<file path="src/rtl/prbs5_checker_sat_counter.sv">
// ----------------------------------------------------------------------------
// prbs_sat_counter
// W-bit up counter that sticks at all-ones instead of wrapping.
//   clk      : rising-edge clock
//   reset    : asynchronous, active-low reset (count -> 0)
//   clear_i  : synchronous clear, wins over inc_i
//   inc_i    : increment request
//   count_o  : current count
// ----------------------------------------------------------------------------
module prbs_sat_counter #(
    parameter int W = 16
) (
    input  logic         clk,
    input  logic         reset,
    input  logic         clear_i,
    input  logic         inc_i,
    output logic [W-1:0] count_o
);

    logic [W-1:0] count_q;
    logic [W-1:0] count_d;

    // Clear has priority so a clear coinciding with an increment lands on 0.
    always_comb begin
        count_d = count_q;
        if (clear_i) begin
            count_d = '0;
        end else if (inc_i && (count_q != '1)) begin
            count_d = count_q + W'(1);
        end
    end

    always_ff @(posedge clk or negedge reset) begin
        if (!reset) begin
            count_q <= '0;
        end else begin
            count_q <= count_d;
        end
    end

    assign count_o = count_q;

endmodule

</file>
<file path="config.mk">
export PLATFORM = sky130hd
export DESIGN_NAME = prbs_sat_counter
export DESIGN_NICKNAME = d
export VERILOG_FILES = /design/src/rtl/prbs5_checker_sat_counter.sv
export SDC_FILE = /design/constraint.sdc
export NUM_CORES = 1
export LEC_CHECK = 0
export ABC_AREA = 0
export CORE_MARGIN = 3
export CORE_UTILIZATION = 44
export CTS_CLUSTER_SIZE = 8
export DETAILED_ROUTE_END_ITERATION = 8
export PLACE_DENSITY = 0.73
export SKIP_LAST_GASP = 1
export SYNTH_ARGS = -nofsm -noshare
export SYNTH_HDL_FRONTEND = slang
export SYNTH_SLANG_ARGS = --single-unit
</file>
<file path="constraint.sdc">
create_clock -name clk -period 1.85 [get_ports clk]
set_input_delay 0.555 -clock clk [delete_from_list [all_inputs] [get_ports clk]]
set_output_delay 0.555 -clock clk [all_outputs]
set_load 0.01 [all_outputs]
</file>
* Word-level counts from Yosys, hierarchy flattened
Cells that the tools add are included.
Word-level totals: output and inout port bits 16, register bits 16
Cells by class: muxes and demuxes 2, equal/unequal tests 1, reduce and logical (&&, ||, !) cells 2, $add $sub $neg 1
Operators by type and width (count):
- 16-bit two-way mux | 2
- 16-bit by 1-bit adder with 16-bit output, second input constant | 1
- 16-bit != test, second input constant | 1
- 2-bit nonzero test | 1
- 1-bit logical AND | 1

* Longest topological paths before layout
Gate-level depths: netlist of run 1.
depth after elaboration 4, mapped depth 6

* Least setup slack after synthesis of run 1
OpenSTA, ideal clock, no wires.
kind register to register, start point register count_q[0] (netlist: count_o[0]), end point register count_q[15] (netlist: count_o[15]), clock period less this slack 1.798 ns, arrival time 1.670 ns, cell stages (with the launch flop) 6, setup slack 0.052 ns, required time 1.722 ns, cell sequence dfrtp_1 -> ha_1 -> nand4_2 -> nor4_4 -> nor4_1 -> mux2_1
On the way: word-level cells in the longest chain between the ends 3, elaborated cells on any way between the ends 6, those cells by class 1 x add/sub; 1 x eq/ne; 2 x mux; 2 x reduce/logical
Ends and longest elaborated chain:
- start, declared | line 20 | logic [W-1:0] count_q;
- start signal, assigned | line 37 | count_q <= count_d;
- 16-bit by 1-bit adder with 16-bit output / 16-bit != test (equally long branches) | line 29, 28
- 16-bit two-way mux / 1-bit logical AND (equally long branches) | line 28 | end else if (inc_i && (count_q != '1)) begin
- 16-bit two-way mux / 2-bit nonzero test (equally long branches)
Several ways; a longest one is shown, not always the timed one. The select of a mux whose other input is x is not followed. A chain may end at the register's enable or synchronous reset.

* Worst setup path after layout of run 1
start point register count_q[7] (netlist: count_o[7]), end point output count_o[7]
RTL lines:
- end, declared | line 17 | output logic [W-1:0] count_o
No word-level cell between the ends.

==> PnR_summary.wiki, run 1 <==
{| class="wikitable"
! Metric !! Value
|-
| Status || finished with violations
|-
| Violated checks || negative setup slack
|-
| Final setup fails || 2
|-
| Share of total power in sequential cells || 53.1%
|-
| Number of DRC markers after the initial detailed-route iteration || 53
|-
| Latest clock arrival within the worst-skew pair || between 0.2 and 0.3 ns
|-
| Met1 GRT Util || slightly below 30%
|-
| Remaining global-route overflow || 0
|-
| Leakage power summed over all cells || around 0.7 nW
|-
| Synth-to-Final Area Change || 64.67%
|-
| Length in cells of the worst reg-to-reg path || 5
|-
| Peak VDD IR || ~0.36 mV
|-
| Synth top area cells || sky130_fd_sc_hd__dfrtp_1, sky130_fd_sc_hd__a21oi_1, sky130_fd_sc_hd__o31ai_1, sky130_fd_sc_hd__mux2_1, sky130_fd_sc_hd__nand4_1
|-
| FF-to-FF Start || count_o[0]
|-
| Die span in x || roughly 52 um
|-
| Antenna diode count || 0
|-
| Number of I/O pins || 20
|-
| Overall power || 670.7 uW
|-
| Cell area after placement || between 1000 and 1500 um^2
|-
| Sinks on Clock Net || 16
|-
| Mean instance size in the synthesized netlist || 9.614 um^2
|-
| Fill cells || roughly 130
|-
| Placeable core area || around 2000 um^2
|-
| PortBufs || 19
|-
| Clock transition at the registers of the reported paths || roughly 0.1 ns
|-
| Max FFs per register || 16
|-
| Worst setup path class || flop to output pin
|-
| Seq/Total Area, Yosys || 42.50%
|-
| Worst path setup slack after routing || -0.02354 ns
|-
| Data arrival time of the critical path || approximately 1.3 ns
|-
| TritonCTS clock tree || yes
|-
| Cell area after technology mapping || 942.2 um^2
|-
| Met2 Resource Use GR || roughly two fifths
|-
| # DRC || 0
|-
| Via count of the first global-routing pass || 984
|-
| Post-layout min period || approximately 1.9 ns
|-
| Worst setup EP type || output pin
|-
| Number of pins with negative max-slew slack in the final report || 0
|-
| Number of antenna violations at the first check in global routing || 0
|-
| Pin count of the biggest net entering global routing || 17
|-
| Longest Clk Path Bufs || 2
|-
| Layout cell share with drive strength beyond 1 || 40.91%
|-
| Startpoint class of the critical path || flop
|-
| CP endpoint || count_o[7]
|-
| Total detailed-routing wirelength || 3.029 mm
|-
| Post-layout net count || 160
|-
| Count of antenna-violating nets left after detailed routing || 0
|-
| Setup repair after global routing missed its margin || true
|-
| H-tree level count || 1
|-
| Flop and latch count out of synthesis || 16
|-
| Proportion of power drawn by the clock network || a little over a third
|-
| Initial Util || a little under half
|-
| Average wire length per cell after detail routing || around 17 um
|-
| Tot GR Track Use || between 20% and 30%
|-
| TritonCTS Buffers || 3
|-
| YS warnings || 0
|-
| Peak-usage layer in the global routing report || met2
|-
| Util after Layout || roughly 78%
|-
| Met3 track demand over resource in global routing || under 10%
|-
| Top fanout value on the critical path || 4
|-
| Top achievable clock speed || around 530 MHz
|-
| Placed Cells incl. Taps || 155
|-
| Minimum setup slack among reg-to-reg paths || -0.01 ns
|-
| Setup skew after layout || about 0.0033 ns
|-
| Final estimated routing congestion in global placement || 0.8228
|-
| Final Instance Count excl. Fillers || roughly 180
|-
| Data required time at the worst endpoint || around 1.3 ns
|-
| Setup crit start || count_o[7]
|-
| First-pass GRT wire length || between 4 and 5 mm
|-
| Biggest area consumer among synthesized cells || sky130_fd_sc_hd__dfrtp_1
|-
| Clock Tree Root || sky130_fd_sc_hd__clkbuf_4
|-
| Final Hold Vio Count || 0
|-
| Avg Vias per Cell || ~6.1
|-
| Internal portion of total power || a little over 500 uW
|-
| Net switching power figure || 162.6 uW
|-
| Top cell type's share of synthesized area || around 42%
|-
| Final hold slack || 0.5732 ns
|-
| Count of distinct cell types in the synthesized netlist || 28
|-
| Headroom to the max-slew limit || 72.25%
|-
| Vertical extent of the die || 52.28 um
|-
| Full die area || between 2000 and 3000 um^2
|-
| Gate power share || 11.0%
|-
| Via count || ~1100
|-
| Power per cell area || between 400 and 500 nW/um^2
|-
| Hold buffer count at cts || 0
|-
| Final instance area || 1551 um^2
|-
| DP HPWL || 1.782 mm
|-
| Syn Inst Count || between 90 and 100
|-
| Count of max-cap constraint violations || 0
|-
| HP Class || input pin to async pin
|-
| First-pass iteration count of the detailed router || 4
|-
| Worst-margin pin slew || approximately 0.41 ns
|-
| Final Cycle Share || 101.3%
|-
| Post-Route Setup TNS || -0.03528 ns
|-
| Placement Rows || 16
|-
| Critical R2R Capture || count_o[14]
|-
| Minimum setup slack after placement || -0.2437 ns
|-
| Switching part of the total || between 20 and 25%
|-
| Post-Syn Nets || 103
|}
power by group through the flow:
stage	combinational (mW)	sequential, mW	clock (mW)
6_report	0.0737	0.356	0.241
5_1_grt	0.0811	0.357	0.259
4_1_cts	0.0688	0.355	0.243
3_5_place_dp	0.0692	0.362	0
3_3_place_gp	0.0682	0.362	0
2_1_floorplan	0.0197	0.365	0
metal layers:
metal	vias to the layer above	share of wire, %
li1	495	-
met1	544	39
met2	66	52
met3	7	7.7
met4	0	0.89
met5	-	0
logic make-up (layout without fill, tap and decap cells):
family          after synthesis  in the layout  share of synthesized area, %
mux                           4              4                         4.781
flops                        16             16                         42.50
compound gates               24             24                         16.20
buf+inv                       8             64                         3.983
simple gates                 45             45                         31.21
fa+ha+maj                     1              1                         1.328
worst max-delay path, cell delays in order (launching register included):
cell and delay (ns):
sky130_fd_sc_hd__dfrtp_2 0.43, sky130_fd_sc_hd__buf_4 0.13, sky130_fd_sc_hd__clkdlybuf4s50_1 0.46
cell usage in the layout, fill, tap and decap left out, drive strengths merged, types with 3 or more instances in the layout:
cell	instances
buf	38
dfrtp	16
clkdlybuf4s50	14
a21oi	11
o31ai	7
nand4	7
or4	7
nand2	6
nor4	5
nor2b	4
nor2	4
mux2	4
dlygate4sd2	4
o21ai	4
clkbuf	4
inv	3
nand3	3
or3	3
cell type report:
| type | instances | area (um^2) | share of cell area, % |
|---|---|---|---|
| multi-input combinational | 74 | 566.8 | 36.53 |
| clock buffer | 4 | 36.28 | 2.339 |
| tap | 27 | 33.78 | 2.177 |
| sequential | 16 | 405.4 | 26.13 |
| inverter | 3 | 11.26 | 0.7258 |
| timing repair buffer | 57 | 498.0 | 32.10 |
synth_stat cells (all sizes together):
cell and n:
a211oi 1, a21oi 11, and3 2, and4 2, buf 1, clkbuf 4, dfrtp 16, ha 1
inv 3, mux2 4, nand2 6, nand3 3, nand3b 1, nand4 7, nor2 4, nor2b 4
nor3 1, nor4 5, o211ai 1, o21ai 4, o31ai 7, or3 3, or4 7
worst min-delay path by stage:
stage | startpoint | end | slack [ns] | cells past startpoint
after floorplan | reset | count_o[0] | 0.26 | 0
after global placement | count_o[14] | count_o[14] | 0.57 | 2
after detailed placement | count_o[10] | count_o[10] | 0.61 | 2
after CTS | reset | count_o[14] | 0.58 | 2
after global routing | reset | count_o[14] | 0.58 | 2
final | reset | count_o[14] | 0.57 | 2
repair_timing:
action,4_1_cts,5_1_grt
setup buffers,9,13
pin swaps,1,5
gates resized for setup,9,12
endpoints found under the setup margin,20,22
Note: power is estimated with default switching activity, not from simulation.
==> run 2: changes to the inputs <==
- ABC_AREA: 0 -> 1
- CORE_ASPECT_RATIO: default -> 0.6
- CORE_UTILIZATION: 44 -> 45
- CTS_CLUSTER_DIAMETER: default -> 50
- PLACE_DENSITY: 0.73 -> 0.74
==> run 2 against run 1 <==
The flow now finishes without violations. Utilization down 12 points. Sequential cell count unchanged. Count of clock-buffer cells in the layout unchanged. Sequential share of layout area up 4.7 points. Combinational power down 18%. Register-to-register slack better by 0.26 ns. Non-clock buffer count down 34. Die area up 7.4%. Critical path type unchanged. Largest power group unchanged.
==> PnR_summary.wiki, run 2 <==
{| class="wikitable"
! Metric !! Value
|-
| Startpoint class of the critical path || flop
|-
| FF-to-FF Start || count_o[1]
|-
| # DRC || 0 (unchanged)
|-
| Setup skew after layout || 0.001861 ns (-0.001436 ns)
|-
| Cell area after placement || 1264 um^2 (-0.69%)
|-
| Placement Rows || 12 (-4)
|-
| Max FFs per register || 16 (unchanged)
|-
| Full die area || 2936 um^2 (+7.4%)
|-
| Data arrival time of the critical path || 1.24 ns (-0.08 ns)
|-
| Remaining global-route overflow || 0 (unchanged)
|-
| Bufs and invs on worst path || 1 (-1)
|-
| Via count of the first global-routing pass || 870 (-12%)
|-
| Status || finished, final reports clean
|-
| Top cell type's share of synthesized area || 38.60% (-3.9 points)
|-
| Fill cells || 185 (+45%)
|-
| Share of total power in sequential cells || 48.6% (-4.5 points)
|-
| Clock transition at the registers of the reported paths || 0.07 ns (-0.03 ns)
|-
| Minimum setup slack among reg-to-reg paths || 0.25 ns (+0.26 ns)
|-
| Gate power share || 8.2% (-2.8 points)
|-
| Placeable core area || 2012 um^2 (+0.50%)
|-
| Flop and latch count out of synthesis || 16 (unchanged)
|-
| Tot GR Track Use || 18.27% (-4.4 points)
|-
| Number of antenna violations at the first check in global routing || 0 (unchanged)
|-
| Most used cells in the layout excluding fill and tap cells || sky130_fd_sc_hd__nand2_1, sky130_fd_sc_hd__clkdlybuf4s50_1, sky130_fd_sc_hd__nor2_1
|-
| Setup repair after global routing missed its margin || false
|-
| Number of synthesized flops with an enable pin || 0 (unchanged)
|-
| Leakage power summed over all cells || 0.6079 nW (-13%)
|-
| Top achievable clock speed || 557.5 MHz (+4.5%)
|-
| Final Cycle Share || 96.95% (-4.3 points)
|-
| Setup crit start || count_o[5]
|-
| Minimum setup slack after placement || 0.1615 ns (+0.4051 ns)
|-
| Util after Layout || 65.98% (-12 points)
|-
| Slowest-stage cell, CP || sky130_fd_sc_hd__clkdlybuf4s50_1
|-
| Data required time at the worst endpoint || 1.29 ns (about the same)
|-
| Max incr delay on CP || 0.57 ns (+0.11 ns)
|-
| Count of max-cap constraint violations || 0 (unchanged)
|-
| Post-Route Setup TNS || 0 ns (+0.03528 ns)
|-
| Net switching power figure || 170.0 uW (+4.5%)
|-
| Worst setup EP type || output pin
|-
| Switching part of the total || 23.09% (-1.2 points)
|-
| Longest Clk Path Bufs || 2 (unchanged)
|-
| Placed Cells incl. Taps || 192 (+24%)
|-
| Via count || 1013 (-8.9%)
|-
| Length in cells of the worst reg-to-reg path || 9 (+4)
|-
| Final instance area || 1328 um^2 (-14%)
|-
| TritonCTS clock tree || yes
|-
| Sinks on Clock Net || 16 (unchanged)
|-
| Post-layout min period || 1.794 ns (-0.07993 ns)
|-
| Internal portion of total power || 566.2 uW (+11%)
|-
| Worst setup path class || flop to output pin
|-
| First-pass iteration count of the detailed router || 4 (unchanged)
|-
| Top flip-flop cell by instance count after synthesis || sky130_fd_sc_hd__dfrtp_1
|-
| Most used standard cell by instance count after synthesis || sky130_fd_sc_hd__nand2_1
|-
| Clock Tree Root || sky130_fd_sc_hd__clkbuf_8
|-
| Total detailed-routing wirelength || 2.520 mm (-17%)
|-
| Power per cell area || 554.6 nW/um^2 (+28%)
|-
| HP Class || flop to flop
|-
| YS warnings || 0 (unchanged)
|-
| Post-layout net count || 174 (+8.8%)
|-
| Peak VDD IR || 0.4927 mV (+35%)
|-
| Proportion of power drawn by the clock network || 43.1% (+7.2 points)
|-
| Biggest area consumer among synthesized cells || sky130_fd_sc_hd__dfrtp_1
|-
| TritonCTS Buffers || 3 (unchanged)
|-
| Seq/Total Area, Yosys || 38.60% (-3.9 points)
|-
| Top fanout value on the critical path || 5 (+1)
|-
| Synth-to-Final Area Change || 27.99%
|-
| Top cell types by occurrence after synthesis || sky130_fd_sc_hd__nand2_1, sky130_fd_sc_hd__dfrtp_1, sky130_fd_sc_hd__nor2_1, sky130_fd_sc_hd__nand3_1, sky130_fd_sc_hd__inv_1
|-
| Number of I/O pins || 20 (unchanged)
|-
| Count of antenna-violating nets left after detailed routing || 0 (unchanged)
|-
| H-tree level count || 1 (unchanged)
|-
| First-pass GRT wire length || 4.015 mm (-12%)
|-
| Vertical extent of the die || 43.19 um (-17%)
|-
| Post-Syn Nets || 149 (+45%)
|-
| Die span in x || 67.98 um (+30%)
|-
| Final estimated routing congestion in global placement || 0.8501 (+3.3%)
|-
| Avg Vias per Cell || 5.168 (-16%)
|-
| Number of pins with negative max-slew slack in the final report || 0 (unchanged)
|-
| Final setup fails || 0 (-2)
|-
| Critical R2R Capture || count_o[11]
|-
| Worst path setup slack after routing || 0.05639 ns (+0.07993 ns)
|-
| Cell area after technology mapping || 1037 um^2 (+10%)
|-
| Syn Inst Count || 144 (+47%)
|-
| Cell class contributing the biggest share of worst-path delay || buffers and inverters
|-
| Layout cell share with drive strength beyond 1 || 14.88% (-26 points)
|-
| Headroom to the max-slew limit || 69.71% (-2.5 points)
|-
| Antenna diode count || 0 (unchanged)
|-
| Final hold slack || 0.5466 ns (-0.02663 ns)
|-
| Mean instance size in the synthesized netlist || 7.203 um^2 (-25%)
|-
| PortBufs || 19 (unchanged)
|-
| Final Hold Vio Count || 0 (unchanged)
|-
| DP HPWL || 1.861 mm (+4.4%)
|-
| Synth top area cells || sky130_fd_sc_hd__dfrtp_1, sky130_fd_sc_hd__nand2_1, sky130_fd_sc_hd__nand3_1, sky130_fd_sc_hd__nand4_1, sky130_fd_sc_hd__nor2_1
|-
| Initial Util || 51.55% (+4.5 points)
|-
| Final Instance Count excl. Fillers || 196 (+8.3%)
|-
| Latest clock arrival within the worst-skew pair || 0.25 ns (-0.04 ns)
|-
| Number of DRC markers after the initial detailed-route iteration || 76 (+43%)
|-
| Average wire length per cell after detail routing || 12.86 um (-23%)
|-
| Cell-by-cell listing of the critical path || clkdlybuf4s50_1
|-
| Count of distinct cell types in the synthesized netlist || 23 (-18%)
|-
| Pin count of the biggest net entering global routing || 17 (unchanged)
|-
| Post-synth ARST share || 100.0% (unchanged)
|-
| Number of gates on the worst path with buffers counted || 1 (-1)
|-
| Overall power || 736.3 uW (+9.8%)
|-
| Most common cell after layout, fill and taps aside || sky130_fd_sc_hd__nand2_1
|-
| Worst-margin pin slew || 0.4509 ns (+0.03594 ns)
|-
| CP endpoint || count_o[5]
|}
[run 2: power by group through the flow]
stage	Sequential (mW)	Clock, mW	Combinational [mW]
after floorplan	0.366	0	0.0301
after global placement	0.364	0	0.0588
after detailed placement	0.364	0	0.0607
after CTS	0.358	0.324	0.0608
after global routing	0.358	0.335	0.0666
final	0.358	0.318	0.0607
[run 2: logic make-up (layout without fill, tap and decap cells)]
logic type	count (synthesis)	in the layout	share of synthesized area (%)
AOI/OAI and AO/OA	8	8	5.428
and+or+nand+nor	98	98	42.82
buffers and inverters	16	40	7.719
adders and majority gates	1	1	1.206
xor gates and xnor gates	5	5	4.223
DFF	16	16	38.60
[run 2: cell type report]
class                           count  area [um^2]  share of cell area, %
Inverter                           13        51.30                  3.864
Sequential cell                    16        409.1                  30.82
Timing Repair Buffer               23        220.2                  16.59
Tap cell                           28        35.03                  2.639
Multi-Input combinational cell    112        556.8                  41.94
Clock buffer                        4        55.05                  4.147
[run 2: routing by layer]
metal	track usage [%]	vias up	routed length, um
li1	-	508	-
met1	25.84	453	1184
met2	27.01	48	1091
met3	6.614	4	221
met4	2.372	0	23
met5	0	-	0
[run 2: what timing repair did]
action                     4_1_cts  5_1_grt
resized for setup                0        7
setup buffers                    0        0
hold buffers                     0        0
setup endpoints to repair        0        7
hold endpoints to repair         0        0
[run 2: worst min path at each step]
stage / start / end / slack (ns) / depth (start not counted)
3_3_place_gp: count_o[14] / count_o[14] / 0.53 / 2
4_1_cts: count_o[9] / count_o[9] / 0.56 / 2
6_report: count_o[2] / count_o[2] / 0.55 / 2
5_1_grt: count_o[8] / count_o[8] / 0.57 / 2
3_5_place_dp: count_o[9] / count_o[9] / 0.54 / 2
2_1_floorplan: reset / count_o[0] / 0.26 / 0
